File: src/rtl/ps2_pkg.sv
// Shared PS/2 definitions: host transmitter state encoding, common command bytes
// and the frame parity helper.
package ps2_pkg;

   localparam logic [2:0] ST_IDLE      = 3'd0;
   localparam logic [2:0] ST_INHIBIT   = 3'd1;
   localparam logic [2:0] ST_REQ       = 3'd2;
   localparam logic [2:0] ST_SEND      = 3'd3;
   localparam logic [2:0] ST_WAIT_IDLE = 3'd4;

   localparam logic [7:0] PS2_CMD_LED    = 8'hED;
   localparam logic [7:0] PS2_CMD_ENABLE = 8'hF4;
   localparam logic [7:0] PS2_CMD_RESET  = 8'hFF;
   localparam logic [7:0] PS2_ACK_BYTE   = 8'hFA;

   // PS/2 frames carry odd parity over the data byte.
   function automatic logic ps2_odd_parity(input logic [7:0] data);
      return ~^data;
   endfunction

endpackage

File: src/rtl/ps2_line_filter.sv
// PS/2 line conditioner: 2-flop synchronizer followed by a glitch filter that only
// changes its output after FILTER_LEN consecutive samples at the new level.
module ps2_line_filter #(
   parameter int FILTER_LEN = 8
) (
   input  logic clock,
   input  logic reset_n,
   input  logic line_i,
   output logic line_o
);

   localparam int CNT_W = $clog2(FILTER_LEN) + 1;

   logic             sync1_q;
   logic             sync2_q;
   logic             level_q, level_d;
   logic [CNT_W-1:0] cnt_q, cnt_d;

   always_comb begin
      level_d = level_q;
      cnt_d   = '0;
      if (sync2_q != level_q) begin
         if (cnt_q == CNT_W'(FILTER_LEN - 1)) begin
            level_d = sync2_q;
         end else begin
            cnt_d = cnt_q + CNT_W'(1);
         end
      end
   end

   // Idle PS/2 lines float high, so everything resets to 1.
   always_ff @(posedge clock or negedge reset_n) begin
      if (!reset_n) begin
         sync1_q <= 1'b1;
         sync2_q <= 1'b1;
         level_q <= 1'b1;
         cnt_q   <= '0;
      end else begin
         sync1_q <= line_i;
         sync2_q <= sync1_q;
         level_q <= level_d;
         cnt_q   <= cnt_d;
      end
   end

   assign line_o = level_q;

endmodule

File: src/rtl/ps2_host_tx.sv
// Host-to-device PS/2 command transmitter driving PS2_CLK/PS2_DAT open-drain.
// Define PS2_HOST_TX_ACK_CHECK_EN to turn a missing device ACK into tx_error.
module ps2_host_tx
   import ps2_pkg::*;
#(
   parameter int INHIBIT_CYCLES = 6000,
   parameter int TIMEOUT_CYCLES = 1000000,
   parameter int FILTER_LEN     = 8
) (
   input  logic       clock,
   input  logic       reset_n,
   input  logic [7:0] tx_data,
   input  logic       tx_start,
   output logic       tx_busy,
   output logic       tx_done,
   output logic       tx_error,
   input  logic       ps2_clk_i,
   input  logic       ps2_dat_i,
   output logic       ps2_clk_oe,
   output logic       ps2_dat_oe
);

`ifdef PS2_HOST_TX_ACK_CHECK_EN
   localparam logic ACK_CHECK = 1'b1;
`else
   localparam logic ACK_CHECK = 1'b0;
`endif

   localparam int CNT_MAX = (INHIBIT_CYCLES > TIMEOUT_CYCLES) ? INHIBIT_CYCLES : TIMEOUT_CYCLES;
   localparam int CNT_W   = $clog2(CNT_MAX + 1);
   localparam logic [CNT_W-1:0] INH_LAST = CNT_W'(INHIBIT_CYCLES - 1);
   localparam logic [CNT_W-1:0] TMO_LAST = CNT_W'(TIMEOUT_CYCLES - 1);

   logic             clk_f, dat_f;
   logic             clk_prev_q;
   logic             clk_fall;
   logic             tmo_hit;

   logic [2:0]       state_q, state_d;
   logic [CNT_W-1:0] cnt_q, cnt_d;
   logic [3:0]       bitn_q, bitn_d;
   logic [7:0]       shift_q, shift_d;
   logic             par_q, par_d;
   logic             nack_q, nack_d;
   logic             clk_oe_q, clk_oe_d;
   logic             dat_oe_q, dat_oe_d;
   logic             busy_q, busy_d;
   logic             done_q, done_d;
   logic             err_q, err_d;

   ps2_line_filter #(.FILTER_LEN(FILTER_LEN)) u_clk_filter (
      .clock   (clock),
      .reset_n (reset_n),
      .line_i  (ps2_clk_i),
      .line_o  (clk_f)
   );

   ps2_line_filter #(.FILTER_LEN(FILTER_LEN)) u_dat_filter (
      .clock   (clock),
      .reset_n (reset_n),
      .line_i  (ps2_dat_i),
      .line_o  (dat_f)
   );

   assign clk_fall = clk_prev_q & ~clk_f;

   // A device edge in the expiry cycle wins; a line already idle in WAIT_IDLE completes normally.
   assign tmo_hit = (cnt_q == TMO_LAST) && !clk_fall &&
                    ((state_q == ST_SEND) || ((state_q == ST_WAIT_IDLE) && !(clk_f && dat_f)));

   always_comb begin
      state_d  = state_q;
      cnt_d    = cnt_q;
      bitn_d   = bitn_q;
      shift_d  = shift_q;
      par_d    = par_q;
      nack_d   = nack_q;
      clk_oe_d = clk_oe_q;
      dat_oe_d = dat_oe_q;
      busy_d   = busy_q;
      done_d   = 1'b0;
      err_d    = 1'b0;

      case (state_q)
         ST_IDLE: begin
            clk_oe_d = 1'b0;
            dat_oe_d = 1'b0;
            busy_d   = 1'b0;
            cnt_d    = '0;
            bitn_d   = '0;
            if (tx_start) begin
               shift_d  = tx_data;
               par_d    = ps2_odd_parity(tx_data);
               nack_d   = 1'b0;
               busy_d   = 1'b1;
               clk_oe_d = 1'b1;
               state_d  = ST_INHIBIT;
            end
         end
         ST_INHIBIT: begin
            if (cnt_q == INH_LAST) begin
               cnt_d    = '0;
               dat_oe_d = 1'b1;
               state_d  = ST_REQ;
            end else begin
               cnt_d = cnt_q + CNT_W'(1);
            end
         end
         ST_REQ: begin
            clk_oe_d = 1'b0;
            cnt_d    = '0;
            bitn_d   = '0;
            state_d  = ST_SEND;
         end
         ST_SEND: begin
            if (clk_fall) begin
               cnt_d  = '0;
               bitn_d = bitn_q + 4'd1;
               if (!bitn_q[3]) begin
                  dat_oe_d = ~shift_q[bitn_q[2:0]];
               end else if (bitn_q == 4'd8) begin
                  dat_oe_d = ~par_q;
               end else if (bitn_q == 4'd9) begin
                  dat_oe_d = 1'b0;
               end else begin
                  nack_d  = ACK_CHECK & dat_f;
                  state_d = ST_WAIT_IDLE;
               end
            end else begin
               cnt_d = cnt_q + CNT_W'(1);
            end
         end
         ST_WAIT_IDLE: begin
            if (clk_f && dat_f) begin
               busy_d  = 1'b0;
               done_d  = ~nack_q;
               err_d   = nack_q;
               cnt_d   = '0;
               state_d = ST_IDLE;
            end else if (clk_fall) begin
               cnt_d = '0;
            end else begin
               cnt_d = cnt_q + CNT_W'(1);
            end
         end
         default: begin
            clk_oe_d = 1'b0;
            dat_oe_d = 1'b0;
            busy_d   = 1'b0;
            cnt_d    = '0;
            state_d  = ST_IDLE;
         end
      endcase

      if (tmo_hit) begin
         clk_oe_d = 1'b0;
         dat_oe_d = 1'b0;
         busy_d   = 1'b0;
         done_d   = 1'b0;
         err_d    = 1'b1;
         cnt_d    = '0;
         state_d  = ST_IDLE;
      end
   end

   always_ff @(posedge clock or negedge reset_n) begin
      if (!reset_n) begin
         state_q    <= ST_IDLE;
         cnt_q      <= '0;
         bitn_q     <= '0;
         shift_q    <= '0;
         par_q      <= 1'b0;
         nack_q     <= 1'b0;
         clk_oe_q   <= 1'b0;
         dat_oe_q   <= 1'b0;
         busy_q     <= 1'b0;
         done_q     <= 1'b0;
         err_q      <= 1'b0;
         clk_prev_q <= 1'b1;
      end else begin
         state_q    <= state_d;
         cnt_q      <= cnt_d;
         bitn_q     <= bitn_d;
         shift_q    <= shift_d;
         par_q      <= par_d;
         nack_q     <= nack_d;
         clk_oe_q   <= clk_oe_d;
         dat_oe_q   <= dat_oe_d;
         busy_q     <= busy_d;
         done_q     <= done_d;
         err_q      <= err_d;
         clk_prev_q <= clk_f;
      end
   end

   assign tx_busy    = busy_q;
   assign tx_done    = done_q;
   assign tx_error   = err_q;
   assign ps2_clk_oe = clk_oe_q;
   assign ps2_dat_oe = dat_oe_q;

endmodule

File: config.mk
export PLATFORM = sky130hd
export DESIGN_NAME = ps2_host_tx
export DESIGN_NICKNAME = d
export VERILOG_FILES = /design/src/rtl/ps2_pkg.sv /design/src/rtl/ps2_line_filter.sv /design/src/rtl/ps2_host_tx.sv
export SDC_FILE = /design/constraint.sdc
export NUM_CORES = 1
export LEC_CHECK = 0
export BUFFER_PORTS_ARGS = -buffer_cell sky130_fd_sc_hd__buf_2
export CAP_MARGIN = 20
export CORE_UTILIZATION = 60
export CTS_CLUSTER_DIAMETER = 50
export CTS_CLUSTER_SIZE = 14
export DETAILED_ROUTE_END_ITERATION = 7
export PLACE_DENSITY_LB_ADDON = 0.15
export SLEW_MARGIN = 20
export SYNTH_ARGS = -nofsm -noshare
export SYNTH_HDL_FRONTEND = slang
export SYNTH_SLANG_ARGS = --single-unit
export TNS_END_PERCENT = 30
File: constraint.sdc
create_clock -name clock -period 2.9 [get_ports clock]
set_clock_uncertainty 0.2 [all_clocks]
set_input_delay 0.29 -clock clock [delete_from_list [all_inputs] [get_ports clock]]
set_output_delay 0.29 -clock clock [all_outputs]
set_load 0.02 [all_outputs]
Word-level counts from Yosys, hierarchy flattened
Index checks and enable logic that the tools add are counted.
Storage, ports and cells
  flip-flop bits (word level): 57
  input bits: 13
  logic and storage cells: 128
  output and inout port bits: 5
Operators by class
  bitwise logic cells: 5
  multiplexer cells: 47
  $lt $le $gt $ge: 1
  $add $sub $neg: 4
  reduce and logical (&&, ||, !) cells: 23
  eq/ne operators: 28
Operators with widths (count)
  $mux 20: 4
  $pmux 20 s3: 1
  $mux 3: 8
  $mux 1: 22
  $add 20x1->20 const B: 1
  $eq 20x13->1 const B: 1
  $eq 20x20->1 const B: 1
  $mux 4: 5
  $ne 3x3->1 const B: 6
  $pmux 3 s5: 1
  $add 4x1->4 const B: 3
  $ne 2x2->1 const B: 5
  $reduce_and 2->1: 5
  $eq 4x3->1 const B: 2
  $eq 4x4->1 const B: 2
  $pmux 4 s2: 1
  $reduce_xnor 8->1: 1
  $reduce_and 7->1: 1
  $eq 3x2->1 const B: 2
  $ne 2x1->1 const B: 3
  $pmux 1 s3: 2
  $reduce_and 6->1: 1
  $reduce_or 3->1: 2
  $ne 5x3->1 const B: 1
  other kinds (16): 27

Longest topological paths before layout
  depth in word-level cells: 7
  depth in mapped cells: 7

Hierarchy
From an unflattened synthesis, not the netlist that was laid out.
Unflattened totals
  cells, all modules: 260
  area, all modules: 2862.7 sq um
By module, submodules not included
  ps2_host_tx: times used 1, area an instance 2284.7 sq um, cells an instance 222
  ps2_line_filter: times used 2, area an instance 289.0 sq um, cells an instance 19

Least setup slack after synthesis
Ideal clock, no wire load.
  kind: register to register
  from: reg cnt_q[13]
  to: reg dat_oe_q, in the netlist ps2_dat_oe
  period minus slack after synthesis: 2286 ps
  data required time: 2605 ps
  arrival time: 1990 ps
  slack: 614 ps
  cell stages (with the launch flop): 6
  library setup time: 95 ps
  buffers on the path: 0
  cells stage by stage: dfrtp_1 or4b_4 nor4_4 o211ai_2 or4b_1 o32ai_2
Between the ends
  longest elaborated chain between the ends: 5
Ends and longest elaborated chain
  start, declared: line ps2_host_tx.sv:40  | logic [CNT_W-1:0] cnt_q, cnt_d;
  start signal, assigned: line ps2_host_tx.sv:182  | cnt_q <= cnt_d;
  $eq 20x20->1: line ps2_host_tx.sv:68  | assign tmo_hit = (cnt_q == TMO_LAST) && !clk_fall &&
  $logic_and 1x1->1 (2 in a row): line ps2_host_tx.sv:68
  $ne 5x3->1 (no line) (tied with other cells)
  $reduce_and 4->1 (no line)
  end signal, assigned: line ps2_host_tx.sv:188  | dat_oe_q <= dat_oe_d;
  end, declared: line ps2_host_tx.sv:46  | logic dat_oe_q, dat_oe_d;
Several ways; a longest one is shown, not always the timed one.
A chain may end at the register's enable or synchronous reset.

Worst setup path in the final report
Same ends and word-level chain as after synthesis.

==> impl_metrics.tcl <==
set metrics [dict create \
    run_status "finished, violations left" \
    failing_checks "design-rule violations" \
    vias_in_the_first_global_route 2075 \
    yosysSeqAreaShare 0.493 \
    first_pass_grt_wire_length_um 9380 \
    seq_area_sq_mm 0.00141 \
    worst_ep_required_time_ns 2.92 \
    critical-path-slowest-cell "sky130_fd_sc_hd__or4b_4" \
    globalplace.congestion 0.874 \
    synth_simple_gate_area_frac 0.200 \
    grt_overflow_total 0 \
    setup_viol_count_final 0 \
    crit_path_cells "or4b_4 > nor4_4 > o211ai_2 > or4b_1 > o32ai_2" \
    postRouteWirelength_um 5380 \
    initial_antenna_violation_count 0 \
    async_flop_share 1.00 \
    avgViaCountPerCell 5.79 \
    slew_worst_pin_ns 0.686 \
    detail-route-antenna-nets 0 \
    synth_top_family_by_area "simple AND/OR/NAND/NOR gates" \
    synthXorXnorAreaFrac 0.0949 \
    timing.critical_path.depth 5 \
    timing.setup.critical_path_class "reg2reg" \
    critical_path.max_fanout 6 \
    syn-instance-count 271 \
    worstSkewPairLatency_ns 0.31 \
    worst_r2r_startpoint "cnt_q[13]" \
    synth_warnings 0 \
    initial_standard_cell_utilization_of_the_core 0.639 \
    numCtsBuffers 5 \
    numPlacedInstances 339 \
    cts_tree "done" \
    critical-path-max-stage-delay_ns 0.57 \
    setup_ws_ns 0.428 \
    cts.root.buffer_cell "sky130_fd_sc_hd__clkbuf_8" \
    tritoncts_num_sinks 56 \
    finalNonFillerCells 350 \
    rsz0062_at_grt "no" \
    detail_route.first_pass.iterations 6 \
    grt_start_max_net_pins 32 \
    end_kind "flop" \
    worst_hold_path_type "in2reg" \
    core_sq_mm 0.00447 \
    post_route_setup_tns_ns 0 \
    chipHeight_um 71.0 \
    wire_per_inst_um 15.4 \
    place_hpwl_um 3940 \
    port-buffer-count 17 \
    vdd_drop_max_mv 0.560 \
    fp.dieW_um 71.0 \
    syn-cell-area_sq_mm 0.00286 \
    top_level_ports 18 \
    number_of_nets_in_the_final_layout 316 \
    fin_crit_sh 0.852 \
    synth.ff_latch_count 56 \
    multi_input_comb_area_sq_mm 0.00138 \
    path_clk_slew_ns 0.10 \
    leakagePower_nw 1.33 \
    cts_max_path_buffers 2 \
    drc_errors 3 \
    n_antenna_cell 0 \
    ctsResizeCount 0 \
    crit_start "cnt_q[13]" \
    hold_path_depth 2 \
    critPathLaunchType "flop" \
    yosys.cell_types.count 51 \
    share_of_synthesized_cell_area_in_full_adder_half_adder_and_majority_cells 0.0262 \
    die-area_sq_mm 0.00505 \
    finish.utilization 0.708 \
    drive_above_1_share 0.215 \
    synth.net_count 290 \
    critical_path_data_arrival_time_ns 2.49 \
    post-route-min-period_ns 2.47 \
    global_route.usage.total 0.241 \
    report.final.hold_viol_count 0 \
    post_synthesis_compound_gate_area_fraction 0.0862 \
    syn-mean-instance-area_sq_um 10.6 \
    synth_edf_count 0 \
    yosys_most_used_dff "sky130_fd_sc_hd__dfrtp_1" \
    max_slew_margin_vs_limit 0.543 \
    fmax_mhz 405 \
    detailedRoute.firstIterationViolations 107 \
    cp_bufs_invs 0 \
    cts_htree_levels 2 \
    rr_worst_depth 5 \
    cap_viol_max_count 0 \
    count_of_vias_placed_by_the_detailed_router 2025 \
    fillerInstances 345 \
    power_density_mw_per_mm2 747 \
    rows 24 \
    synthToLayoutAreaGrowth_pct 10.8 \
    yosys-mux-area-fraction 0.0739 \
    pre_cts_ws_ns 0.446 \
    critPathTopFamily "simple AND/OR/NAND/NOR gates" \
    timing.final.max_slew_violations 0 \
    worstHoldStart "tx_data[4]" \
]
[metrics by stage]
| stage | cell area [sq um] | total power, mW | hold slack, ns |
|---|---|---|---|
| after global routing | 3170 | 2.52 | 0.0315 |
| after floorplan | 2860 | 1.66 | -0.206 |
| after detailed placement | 3030 | 1.87 | 0.149 |
| after global placement | 3030 | 1.83 | 0.146 |
| final | 3170 | 2.37 | 0.0327 |
| after CTS | 3170 | 2.38 | 0.0216 |
[worst paths after layout]
path | to | slack, ns
max | ps2_dat_oe | 0.43
min | shift_q[4] | 0.03
max reg2reg | ps2_dat_oe | 0.43
min reg2reg | u_clk_filter.sync2_q | 0.16
max in group asynchronous | u_clk_filter.sync1_q | 1.43
min in group asynchronous | shift_q[3] | 0.35
[cell usage in the layout (no fill, tap or decap), types with 3 or more instances in the layout]
cell type / instances
sky130_fd_sc_hd__nand3_1: 11
sky130_fd_sc_hd__dfstp_2: 7
sky130_fd_sc_hd__nor3_1: 10
sky130_fd_sc_hd__dlygate4sd3_1: 3
sky130_fd_sc_hd__clkbuf_8: 5
sky130_fd_sc_hd__xnor2_1: 28
sky130_fd_sc_hd__a21oi_1: 10
sky130_fd_sc_hd__inv_1: 12
sky130_fd_sc_hd__buf_4: 6
sky130_fd_sc_hd__nor4_1: 4
sky130_fd_sc_hd__ha_1: 6
sky130_fd_sc_hd__xor2_1: 3
sky130_fd_sc_hd__nor2b_1: 4
sky130_fd_sc_hd__o21ai_0: 6
sky130_fd_sc_hd__mux2_2: 13
sky130_fd_sc_hd__nand2_1: 16
sky130_fd_sc_hd__a22o_1: 3
sky130_fd_sc_hd__nor2_1: 37
sky130_fd_sc_hd__dfrtp_1: 49
sky130_fd_sc_hd__nand4_1: 4
sky130_fd_sc_hd__buf_2: 17
[power by group]
group | switching [mW] | internal, mW | leakage [nW]
registers | 0.175 | 0.944 | 0.715
clock network | 0.254 | 0.256 | 0.0541
logic | 0.389 | 0.349 | 0.565
total | 0.819 | 1.55 | 1.33
[worst register-to-register path, cell delays in order, from the launching register on]
cell and delay (ns):
sky130_fd_sc_hd__dfrtp_1 0.45, sky130_fd_sc_hd__or4b_4 0.57, sky130_fd_sc_hd__nor4_4 0.31, sky130_fd_sc_hd__o211ai_2 0.11, sky130_fd_sc_hd__or4b_1 0.50, sky130_fd_sc_hd__o32ai_2 0.23
[final cells by class]
class,count,area share
clock buffers,5,0.0217
clock inverters,3,0.0134
inverters,12,0.0142
multi-input cells,196,0.434
flip-flops and latches,56,0.445
well taps,52,0.0205
repair buffers,26,0.0506
[registers in the layout, indices dropped and copies added, names as in the netlist, 3 cells and up]
name,cells
shift_q,8
bitn_q,4
state_q,3
u_clk_filter.cnt_q,4
cnt_q,20
u_dat_filter.cnt_q,4
[timing repair]
item	4_1_cts	5_1_grt
hold buffers	3	0
buffers inserted	0	0
hold endpoints to repair	28	0
[cell usage after synthesis (all sizes together) (6+ instances only)]
cell   instances  area (sq um)
ha             6          75.1
xnor2         28           245
inv           12          45.0
nand3         11          55.1
a21oi         10          50.1
dfstp          7           184
nor3          11          60.1
mux2          13           146
nand2         16          60.1
dfrtp         49          1230
nor2          37           139
o21ai          7          35.0
[cell families (layout without fill, tap and decap cells)]
group / after synthesis / count (layout)
DFF: 56 / 56
adders and majority gates: 6 / 6
and+or+nand+nor: 108 / 108
xor gates and xnor gates: 31 / 31
AOI/OAI and AO/OA: 34 / 34
muxes: 17 / 17
buffers and inverters: 19 / 46
[routing by layer]
layer  share of wire  wire length, um  GRT usage  up-vias
met1            0.46             2470      0.307      987
li1                -                -          -      999
met3           0.027              143     0.0442        8
met2            0.49             2660      0.407       31
met4           0.018               97      0.100        0
met5               0                0          0        -
(Power assumes the default switching activity.)
